===== src/rtl/m_ext_pkg.sv =====
// Shared definitions for the M-extension multiply controller: multiplier
// opcode encodings, funct3 constants, FSM states and opcode conversion helpers.
package m_ext_pkg;

    localparam int XLEN = 32;

    localparam logic [2:0] FUNCT3_MUL    = 3'b000;
    localparam logic [2:0] FUNCT3_MULH   = 3'b001;
    localparam logic [2:0] FUNCT3_MULHSU = 3'b010;
    localparam logic [2:0] FUNCT3_MULHU  = 3'b011;

    typedef enum logic [2:0] {
        MULSEL_IDLE   = 3'd0,
        MULSEL_MUL    = 3'd1,
        MULSEL_MULH   = 3'd2,
        MULSEL_MULHSU = 3'd3,
        MULSEL_MULHU  = 3'd4
    } mulsel_e;

    typedef enum logic [1:0] {
        ST_IDLE = 2'd0,
        ST_WAIT = 2'd1,
        ST_DONE = 2'd2
    } state_e;

    function automatic mulsel_e mulsel_from_funct3(input logic [2:0] f3);
        case (f3)
            FUNCT3_MUL:    return MULSEL_MUL;
            FUNCT3_MULH:   return MULSEL_MULH;
            FUNCT3_MULHSU: return MULSEL_MULHSU;
            FUNCT3_MULHU:  return MULSEL_MULHU;
            default:       return MULSEL_IDLE;
        endcase
    endfunction

    function automatic logic [2:0] funct3_from_mulsel(input mulsel_e sel);
        case (sel)
            MULSEL_MULH:   return FUNCT3_MULH;
            MULSEL_MULHSU: return FUNCT3_MULHSU;
            MULSEL_MULHU:  return FUNCT3_MULHU;
            default:       return FUNCT3_MUL;
        endcase
    endfunction

endpackage


===== src/rtl/m_ext_result_cache.sv =====
// Single-entry result cache for the multiply controller. Remembers the last
// completed {funct3, rs1, rs2} -> product so an identical follow-up multiply
// can skip the external multiplier. Only built when MULT_CACHE_EN is defined.
module m_ext_result_cache
    import m_ext_pkg::*;
(
    input  logic            clk_i,
    input  logic            rst_i,
    input  logic            wr_en_i,
    input  logic [2:0]      wr_funct3_i,
    input  logic [XLEN-1:0] wr_a_i,
    input  logic [XLEN-1:0] wr_b_i,
    input  logic [XLEN-1:0] wr_res_i,
    input  logic [2:0]      rd_funct3_i,
    input  logic [XLEN-1:0] rd_a_i,
    input  logic [XLEN-1:0] rd_b_i,
    output logic            hit_o,
    output logic [XLEN-1:0] hit_res_o
);

    logic            valid_q;
    logic [2:0]      funct3_q;
    logic [XLEN-1:0] a_q;
    logic [XLEN-1:0] b_q;
    logic [XLEN-1:0] res_q;

    // Entry valid bit: reset invalidates, any completed multiply validates.
    always_ff @(posedge clk_i) begin
        if (rst_i) begin
            valid_q <= 1'b0;
        end else if (wr_en_i) begin
            valid_q <= 1'b1;
        end
    end

    // Entry payload: only meaningful while valid_q is set, so no reset needed.
    always_ff @(posedge clk_i) begin
        if (wr_en_i) begin
            funct3_q <= wr_funct3_i;
            a_q      <= wr_a_i;
            b_q      <= wr_b_i;
            res_q    <= wr_res_i;
        end
    end

    assign hit_o = valid_q && (funct3_q == rd_funct3_i) &&
                   (a_q == rd_a_i) && (b_q == rd_b_i);
    assign hit_res_o = res_q;

endmodule


===== src/rtl/m_ext_mul_ctrl.sv =====
// Execute-stage controller for RISC-V M-extension multiplies. Launches an
// operation on an external multiplier, stalls the pipeline until the result
// strobe arrives, and presents a one-cycle result_valid pulse.
// Optional feature: define MULT_CACHE_EN to add a one-entry result cache that
// lets an exact repeat of the last multiply complete without the multiplier.
module m_ext_mul_ctrl
    import m_ext_pkg::*;
(
    input  logic            clk,
    input  logic            rst,
    input  logic            valid_in,
    input  logic [2:0]      funct3,
    input  logic [XLEN-1:0] rs1_val,
    input  logic [XLEN-1:0] rs2_val,
    input  logic            flush,
    output logic            stall,
    output logic [XLEN-1:0] result,
    output logic            result_valid,
    output logic [2:0]      mulsel,
    output logic [XLEN-1:0] mul_a,
    output logic [XLEN-1:0] mul_b,
    input  logic            mul_ready,
    input  logic [XLEN-1:0] mul_res
);

    state_e          state_q;
    mulsel_e         mulsel_q;
    logic [XLEN-1:0] mul_a_q;
    logic [XLEN-1:0] mul_b_q;
    logic [XLEN-1:0] result_q;
    logic            result_valid_q;

    logic            is_mul_op;
    logic            in_idle;
    logic            accept;
    logic            drain_hold;
    logic            cache_hit;
    logic [XLEN-1:0] cache_res;

    // Divides (funct3[2]=1) are not ours and pass through untouched.
    assign is_mul_op = valid_in && !funct3[2];
    assign in_idle   = (state_q == ST_IDLE);
    // A still-pulsing mul_ready belongs to an abandoned operation; never
    // launch while it is high so the strobe cannot be misattributed.
    assign accept     = !rst && is_mul_op && in_idle && !flush && !mul_ready;
    assign drain_hold = !rst && is_mul_op && in_idle && mul_ready;

`ifdef MULT_CACHE_EN
    logic cache_wr;

    assign cache_wr = !rst && (state_q == ST_WAIT) && !flush && mul_ready;

    m_ext_result_cache u_cache (
        .clk_i       (clk),
        .rst_i       (rst),
        .wr_en_i     (cache_wr),
        .wr_funct3_i (funct3_from_mulsel(mulsel_q)),
        .wr_a_i      (mul_a_q),
        .wr_b_i      (mul_b_q),
        .wr_res_i    (mul_res),
        .rd_funct3_i (funct3),
        .rd_a_i      (rs1_val),
        .rd_b_i      (rs2_val),
        .hit_o       (cache_hit),
        .hit_res_o   (cache_res)
    );
`else
    assign cache_hit = 1'b0;
    assign cache_res = '0;
`endif

    // Control FSM with registered multiplier request and result outputs.
    always_ff @(posedge clk) begin
        if (rst) begin
            state_q        <= ST_IDLE;
            mulsel_q       <= MULSEL_IDLE;
            mul_a_q        <= '0;
            mul_b_q        <= '0;
            result_q       <= '0;
            result_valid_q <= 1'b0;
        end else begin
            case (state_q)
                ST_IDLE: begin
                    result_valid_q <= 1'b0;
                    if (accept) begin
                        if (cache_hit) begin
                            state_q        <= ST_DONE;
                            result_q       <= cache_res;
                            result_valid_q <= 1'b1;
                        end else begin
                            state_q  <= ST_WAIT;
                            mulsel_q <= mulsel_from_funct3(funct3);
                            mul_a_q  <= rs1_val;
                            mul_b_q  <= rs2_val;
                        end
                    end
                end
                ST_WAIT: begin
                    if (flush) begin
                        state_q  <= ST_IDLE;
                        mulsel_q <= MULSEL_IDLE;
                        mul_a_q  <= '0;
                        mul_b_q  <= '0;
                    end else if (mul_ready) begin
                        state_q        <= ST_DONE;
                        result_q       <= mul_res;
                        result_valid_q <= 1'b1;
                        mulsel_q       <= MULSEL_IDLE;
                        mul_a_q        <= '0;
                        mul_b_q        <= '0;
                    end
                end
                ST_DONE: begin
                    state_q        <= ST_IDLE;
                    result_valid_q <= 1'b0;
                end
                default: begin
                    state_q        <= ST_IDLE;
                    mulsel_q       <= MULSEL_IDLE;
                    result_valid_q <= 1'b0;
                end
            endcase
        end
    end

    assign stall        = !rst && ((state_q == ST_WAIT) || accept || drain_hold);
    assign result_valid = result_valid_q && !flush;
    assign result       = result_q;
    assign mulsel       = mulsel_q;
    assign mul_a        = mul_a_q;
    assign mul_b        = mul_b_q;

endmodule


===== config.mk =====
export PLATFORM = sky130hd
export DESIGN_NAME = m_ext_mul_ctrl
export DESIGN_NICKNAME = d
export VERILOG_FILES = /design/src/rtl/m_ext_pkg.sv /design/src/rtl/m_ext_result_cache.sv /design/src/rtl/m_ext_mul_ctrl.sv
export SDC_FILE = /design/constraint.sdc
export NUM_CORES = 1
export LEC_CHECK = 0
export CAP_MARGIN = 20
export CORE_UTILIZATION = 39
export DETAILED_ROUTE_END_ITERATION = 7
export PLACE_DENSITY = 0.81
export SYNTH_ARGS = -nofsm -noshare
export SYNTH_HDL_FRONTEND = slang
export SYNTH_HIERARCHICAL = 1
export SYNTH_SLANG_ARGS = --single-unit

===== constraint.sdc =====
create_clock -name clk -period 1.9 [get_ports clk]
set_clock_uncertainty 0.05 [all_clocks]
set_input_delay 0.285 -clock clk [delete_from_list [all_inputs] [get_ports clk]]
set_output_delay 0.285 -clock clk [all_outputs]
set_load 0.1 [all_outputs]

; ---- Yosys cells after proc, flatten, opt, wreduce, memory -nomap -nowiden
; Cells that the tools add are included.
[totals]
reg_bits = 102
latchBits = 0
ramBits = 0
romBits = 0
input_bits = 104
out_inout_bits = 101
word_cells = 54
memories = 0
[op_classes]
n_addsub = 0
mul = 0
div_mod_pow = 0
n_lt_le_gt_ge = 0
n_eq_ne = 7
shifts = 0
mux = 15
n_bitwise = 3
reduce_logical = 23
[op_table]
columns = op, n
row1 = 32-bit 2-to-1 mux, 4
row2 = 32-bit one-hot mux with 2 select lines, 2
row3 = 3-bit one-hot mux with 4 select lines, 1
row4 = 3-bit 2-to-1 mux, 3
row5 = 3-bit one-hot mux with 3 select lines, 1
row6 = 3-bit AND reduction, 3
row7 = 1-bit logical AND, 8
row8 = "3-bit by 2-bit equality test with 1-bit output, second input constant", 2
row9 = 2-bit 2-to-1 mux, 3
row10 = 1-bit zero test, 4
row11 = 2-bit one-hot mux with 2 select lines, 1
row12 = 2-bit AND reduction, 2
row13 = "3-bit by 1-bit equality test with 1-bit output, second input constant", 1
row14 = 3-bit zero test, 1
row15 = "3-bit inequality test, second input constant", 1
row16 = 1-bit NOT, 3
row17 = "2-bit by 1-bit equality test with 1-bit output, second input constant", 1
row18 = "2-bit equality test, second input constant", 1
row19 = 2-bit zero test, 1
row20 = 1-bit logical OR, 2
row21 = "2-bit by 1-bit inequality test with 1-bit output, second input constant", 1
row22 = 2-bit nonzero test, 1
row23 = 2-bit OR reduction, 1

; ---- Depth between registers and ports, before layout
; Gate-level depths: netlist of the first run.
[depth]
ltp_word = 9
mapped_depth = 7
ltp_nobuf = 4

; ---- Worst setup path before layout of the first run
; OpenSTA, ideal clock, no wires.
[synth_timing]
kind = register to output
start = reg state_q[0]
end = out stall
arrival_time_ns = 2.270
path_slack_ns = -0.705
stages_incl_launch_ff = 4
path_cell_list = dfxtp_1 > nor4_4 > nand3_1 > a21oi_1
[synth_between]
elab_chain_cells = 7
[synth_rtl]
columns = item, line
row1 = "start, declared", m_ext_mul_ctrl.sv:26  ; state_e state_q;
row2 = "start signal, assigned", m_ext_mul_ctrl.sv:75  ; state_q <= ST_IDLE;
row3 = "start signal, assigned", m_ext_mul_ctrl.sv:87  ; state_q <= ST_DONE;
row4 = "start signal, assigned", m_ext_mul_ctrl.sv:91  ; state_q <= ST_WAIT;
row5 = 2-bit zero test, m_ext_mul_ctrl.sv:42  ; assign in_idle = (state_q == ST_IDLE);
row6 = 1-bit logical AND, "m_ext_mul_ctrl.sv:45, m_ext_mul_ctrl.sv:46"
row7 = 1-bit logical AND (2 in series), m_ext_mul_ctrl.sv:45  ; assign accept = !rst && is_mul_op && in_idle && !flush && !mul_ready;
row8 = 1-bit logical OR, m_ext_mul_ctrl.sv:126  ; assign stall = !rst && ((state_q == ST_WAIT) || accept || drain_hold);
row9 = 1-bit logical OR (*), m_ext_mul_ctrl.sv:126
row10 = 1-bit logical AND (*), m_ext_mul_ctrl.sv:126
row11 = "end, declared", m_ext_mul_ctrl.sv:16  ; output logic stall,
; Every way passes the cells marked *; elsewhere a longest branch is shown, timed or not.

; ---- Worst setup path in the final report of the first run
[layout_timing]
start = reg state_q[1]
end = out stall
; The elaborated chain is that of the path after synthesis.

==> results of run 1 <==
cells by family (layout without fill, tap and decap cells):
family                    after synthesis  after routing  synth area share [%]
buffers and inverters                  39            236                 5.417
and+or+nand+nor                       214            214                 25.40
xor gates and xnor gates                1              1                0.2356
DFF                                   102            102                 54.91
AOI/OAI and AO/OA                     103            103                 14.03
worst max-delay path, stage by stage (launching register included):
cell	delay (ns)
dfxtp_2	0.35
nor4_4	0.30
nand3_2	0.13
a21oi_4	0.18
buf_12	0.19
stage by stage:
stage | TNS (ns) | area [sq um] | cells
2_1_floorplan | 0 | 3732 | 459
3_3_place_gp | -0.2430 | 5688 | 768
3_5_place_dp | -1.386 | 5688 | 768
4_1_cts | 0 | 5882 | 785
5_1_grt | 0 | 5886 | 785
6_report | 0 | 5886 | 785
sequential cells by signal, summed over array words and instances, names as in the netlist:
register and cells:
mul_b 32, mul_a 32, state_q 2, result_valid_q 1
result 32, mulsel 3
layout by cell type (no fill, tap or decap):
| master | synthesis | layout |
|---|---|---|
| a21oi_1 | 101 | 100 |
| a21oi_4 | 0 | 1 |
| and2_1 | 1 | 1 |
| and2b_1 | 1 | 1 |
| and3_2 | 0 | 1 |
| buf_12 | 0 | 7 |
| buf_4 | 0 | 111 |
| clkbuf_1 | 20 | 1 |
| clkbuf_8 | 0 | 10 |
| clkdlybuf4s50_1 | 0 | 101 |
| clkinv_2 | 0 | 1 |
| clkinv_4 | 0 | 1 |
| dfxtp_1 | 102 | 101 |
| dfxtp_2 | 0 | 1 |
| dlymetal6s2s_1 | 0 | 1 |
| inv_6 | 0 | 3 |
| nand2_1 | 129 | 129 |
| nand2b_1 | 2 | 2 |
| nand3_1 | 68 | 67 |
| nand3_2 | 1 | 2 |
| nand4b_1 | 1 | 1 |
| nor2_1 | 3 | 3 |
| nor2b_1 | 2 | 1 |
| nor2b_2 | 0 | 1 |
| nor3_1 | 1 | 1 |
| nor4_1 | 1 | 1 |
| nor4_4 | 1 | 1 |
| o21ai_4 | 0 | 1 |
| o31ai_1 | 1 | 1 |
| or3_1 | 2 | 2 |
| xnor2_1 | 1 | 1 |
how the worst min path moves through the flow:
stage              start         end  depth (start not counted)
2_1_floorplan      flush  state_q[0]                          1
3_3_place_gp   result[3]   result[3]                          2
3_5_place_dp   result[3]   result[3]                          2
4_1_cts              rst   mul_b[30]                          3
5_1_grt              rst   mul_b[30]                          3
6_report       funct3[2]   mulsel[0]                          4
layout make-up:
| type | instances | area (sq um) |
|---|---|---|
| clock inverters | 5 | 40.04 |
| flip-flops and latches | 102 | 2043 |
| repair buffers | 220 | 1997 |
| clock buffers | 11 | 141.4 |
| well taps | 129 | 161.4 |
| fillers | 791 | 3354 |
| multi-input cells | 318 | 1503 |
layer usage:
metal | GRT usage [%] | up-vias
met3 | 7.238 | 13
li1 | - | 1920
met1 | 25.46 | 1797
met2 | 37.02 | 140
met4 | 7.014 | 0
met5 | 0 | -
timing repair:
action                                  CTS  global route
setup buffers                             1             0
resized for setup                         1             2
pin swaps                                 1             2
endpoints found under the setup margin    1             1
power by group through the flow:
stage / Clock (mW) / Combinational, mW / Sequential [mW]
6_report: 1.28 / 0.513 / 2.17
5_1_grt: 1.42 / 0.536 / 2.17
4_1_cts: 1.33 / 0.514 / 2.17
3_5_place_dp: 0 / 0.509 / 2.22
3_3_place_gp: 0 / 0.504 / 2.21
2_1_floorplan: 0 / 0.0913 / 2.35
==> results.yml, run 1 <==
detailed_routing:
  routedWlPerCell_um: 13.87
  wl_mm: 10.89
  vias: 3870
  wl_met1_mm: 4.571
  wl_met2_mm: 5.388
  top_layer_used: "met4"
  drtIter0Drc: 158
  ant_nets: 0
  drc: 0
  wl_met3_um: 773
  dr.pass1.iters: 4
  vias_per_cell: 4.930
pwr:
  p_int_mw: 2.931
  seqPwrFrac_pct: 54.7
  swShare_pct: 26.01
  p_leak_nw: 2.233
  total_power_mw: 3.961
  power.density_mw_per_mm2: 673.0
  ir_drop_uv: 388.7
  power_frac_comb_pct: 12.9
  pwr-share-clk_pct: 32.4
  switchingPower_mw: 1.030
logic_synthesis:
  syn_area_sq_mm: 0.003719
  yosysMostFrequentCell: "nand2_1"
  synth_top_area_share_pct: 54.91
  async_flop_share_pct: 0
  synth_seq_cells: 102
  syn_inst: 459
  synth_edf_count: 0
  ys_types: 23
  syn-mean-instance-area_sq_um: 8.101
  yosys_warnings: 6
  ys_top_cells_by_count: "129 x nand2_1, 102 x dfxtp_1, 101 x a21oi_1, 68 x nand3_1, 20 x clkbuf_1"
  ys_seq_area_share_pct: 54.91
  yosysTopAreaCell: "dfxtp_1"
  synthTopCellsByArea: "dfxtp_1 55%, a21oi_1 14%, nand2_1 13%"
  syn-num-nets: 563
  yosys_most_used_dff: "dfxtp_1"
clock_network:
  root_buffer: "clkbuf_8"
  cts_buffers: 9
  cts_hold_buf: 0
  cts.sinks: 102
  clock_latency_ns: 0.34
  tritoncts: "built"
  cts_max_path_buffers: 2
  htree_levels: 3
  path_clk_slew_ns: 0.09
grt:
  antenna_found_initial: 0
  grt_pass1_vias: 3622
  grt_usage_pct: 21.62
  grt_pass1_wl_mm: 17.10
  overflow: 0
  grt_max_degree: 79
timing:
  drv_slew: 0
  postLayoutSetupSlackWorst_ns: 0.07952
  fin_crit_ns: 1.820
  setup_viol: 0
  holdWs_ns: 0.3713
  slew_headroom_pct: 44.87
  hold_violations: 0
  fmax_mhz: 549.3
  worst_pin_slew_ns: 0.8269
  rsz0062_at_grt: "false"
  min_period_over_period_pct: 95.81
floorplan:
  die_h_um: 99.65
  ios: 205
  coreArea_sq_mm: 0.009240
  dieArea_sq_mm: 0.009929
  rows: 35
  initial_utilization_pct: 40.24
  dieWidth_um: 99.65
setup_path:
  crit_path_end: "stall"
  critPathLaunchType: "flip-flop"
  arrival_ns: 1.49
  rrSetupSlack_ns: 0.27
  rr_startpoint: "state_q[1]"
  rr_worst_depth: 6
  worst_setup_path_end_kind: "output pin"
  crit_start: "state_q[1]"
  crit_type: "reg -> out"
  r2r-end: "mul_b[7]"
  required_ns: 1.56
  cp_max_fo: 4
final_layout:
  area_growth_pct: 58.28
  final_util_pct: 63.70
  nNetsFinal: 755
  drive_above_1_share_pct: 21.49
  n_antenna_cell: 0
place:
  gp_congestion: 0.7332
  place_ws_ns: -0.07494
  numPortBuffers: 204
  hpwl_mm: 7.756
min_path:
  hp-class: "in -> reg"
flow_run:
  maxCapViolations: 0
outcome:
  outcome: "finished clean"
Note: power is estimated with default switching activity, not from simulation.
==> run 2, diff against run 1 <==
- SKIP_LAST_GASP: unset -> 1
==> results of run 2 <==
Same layout as run 1: the final DEF is identical, and so are final timing and power.
==> run 3, diff against run 2 <==
- HOLD_SLACK_MARGIN: unset -> 0.06
==> results of run 3 <==
Same layout as run 1: the final DEF is identical, and so are final timing and power.
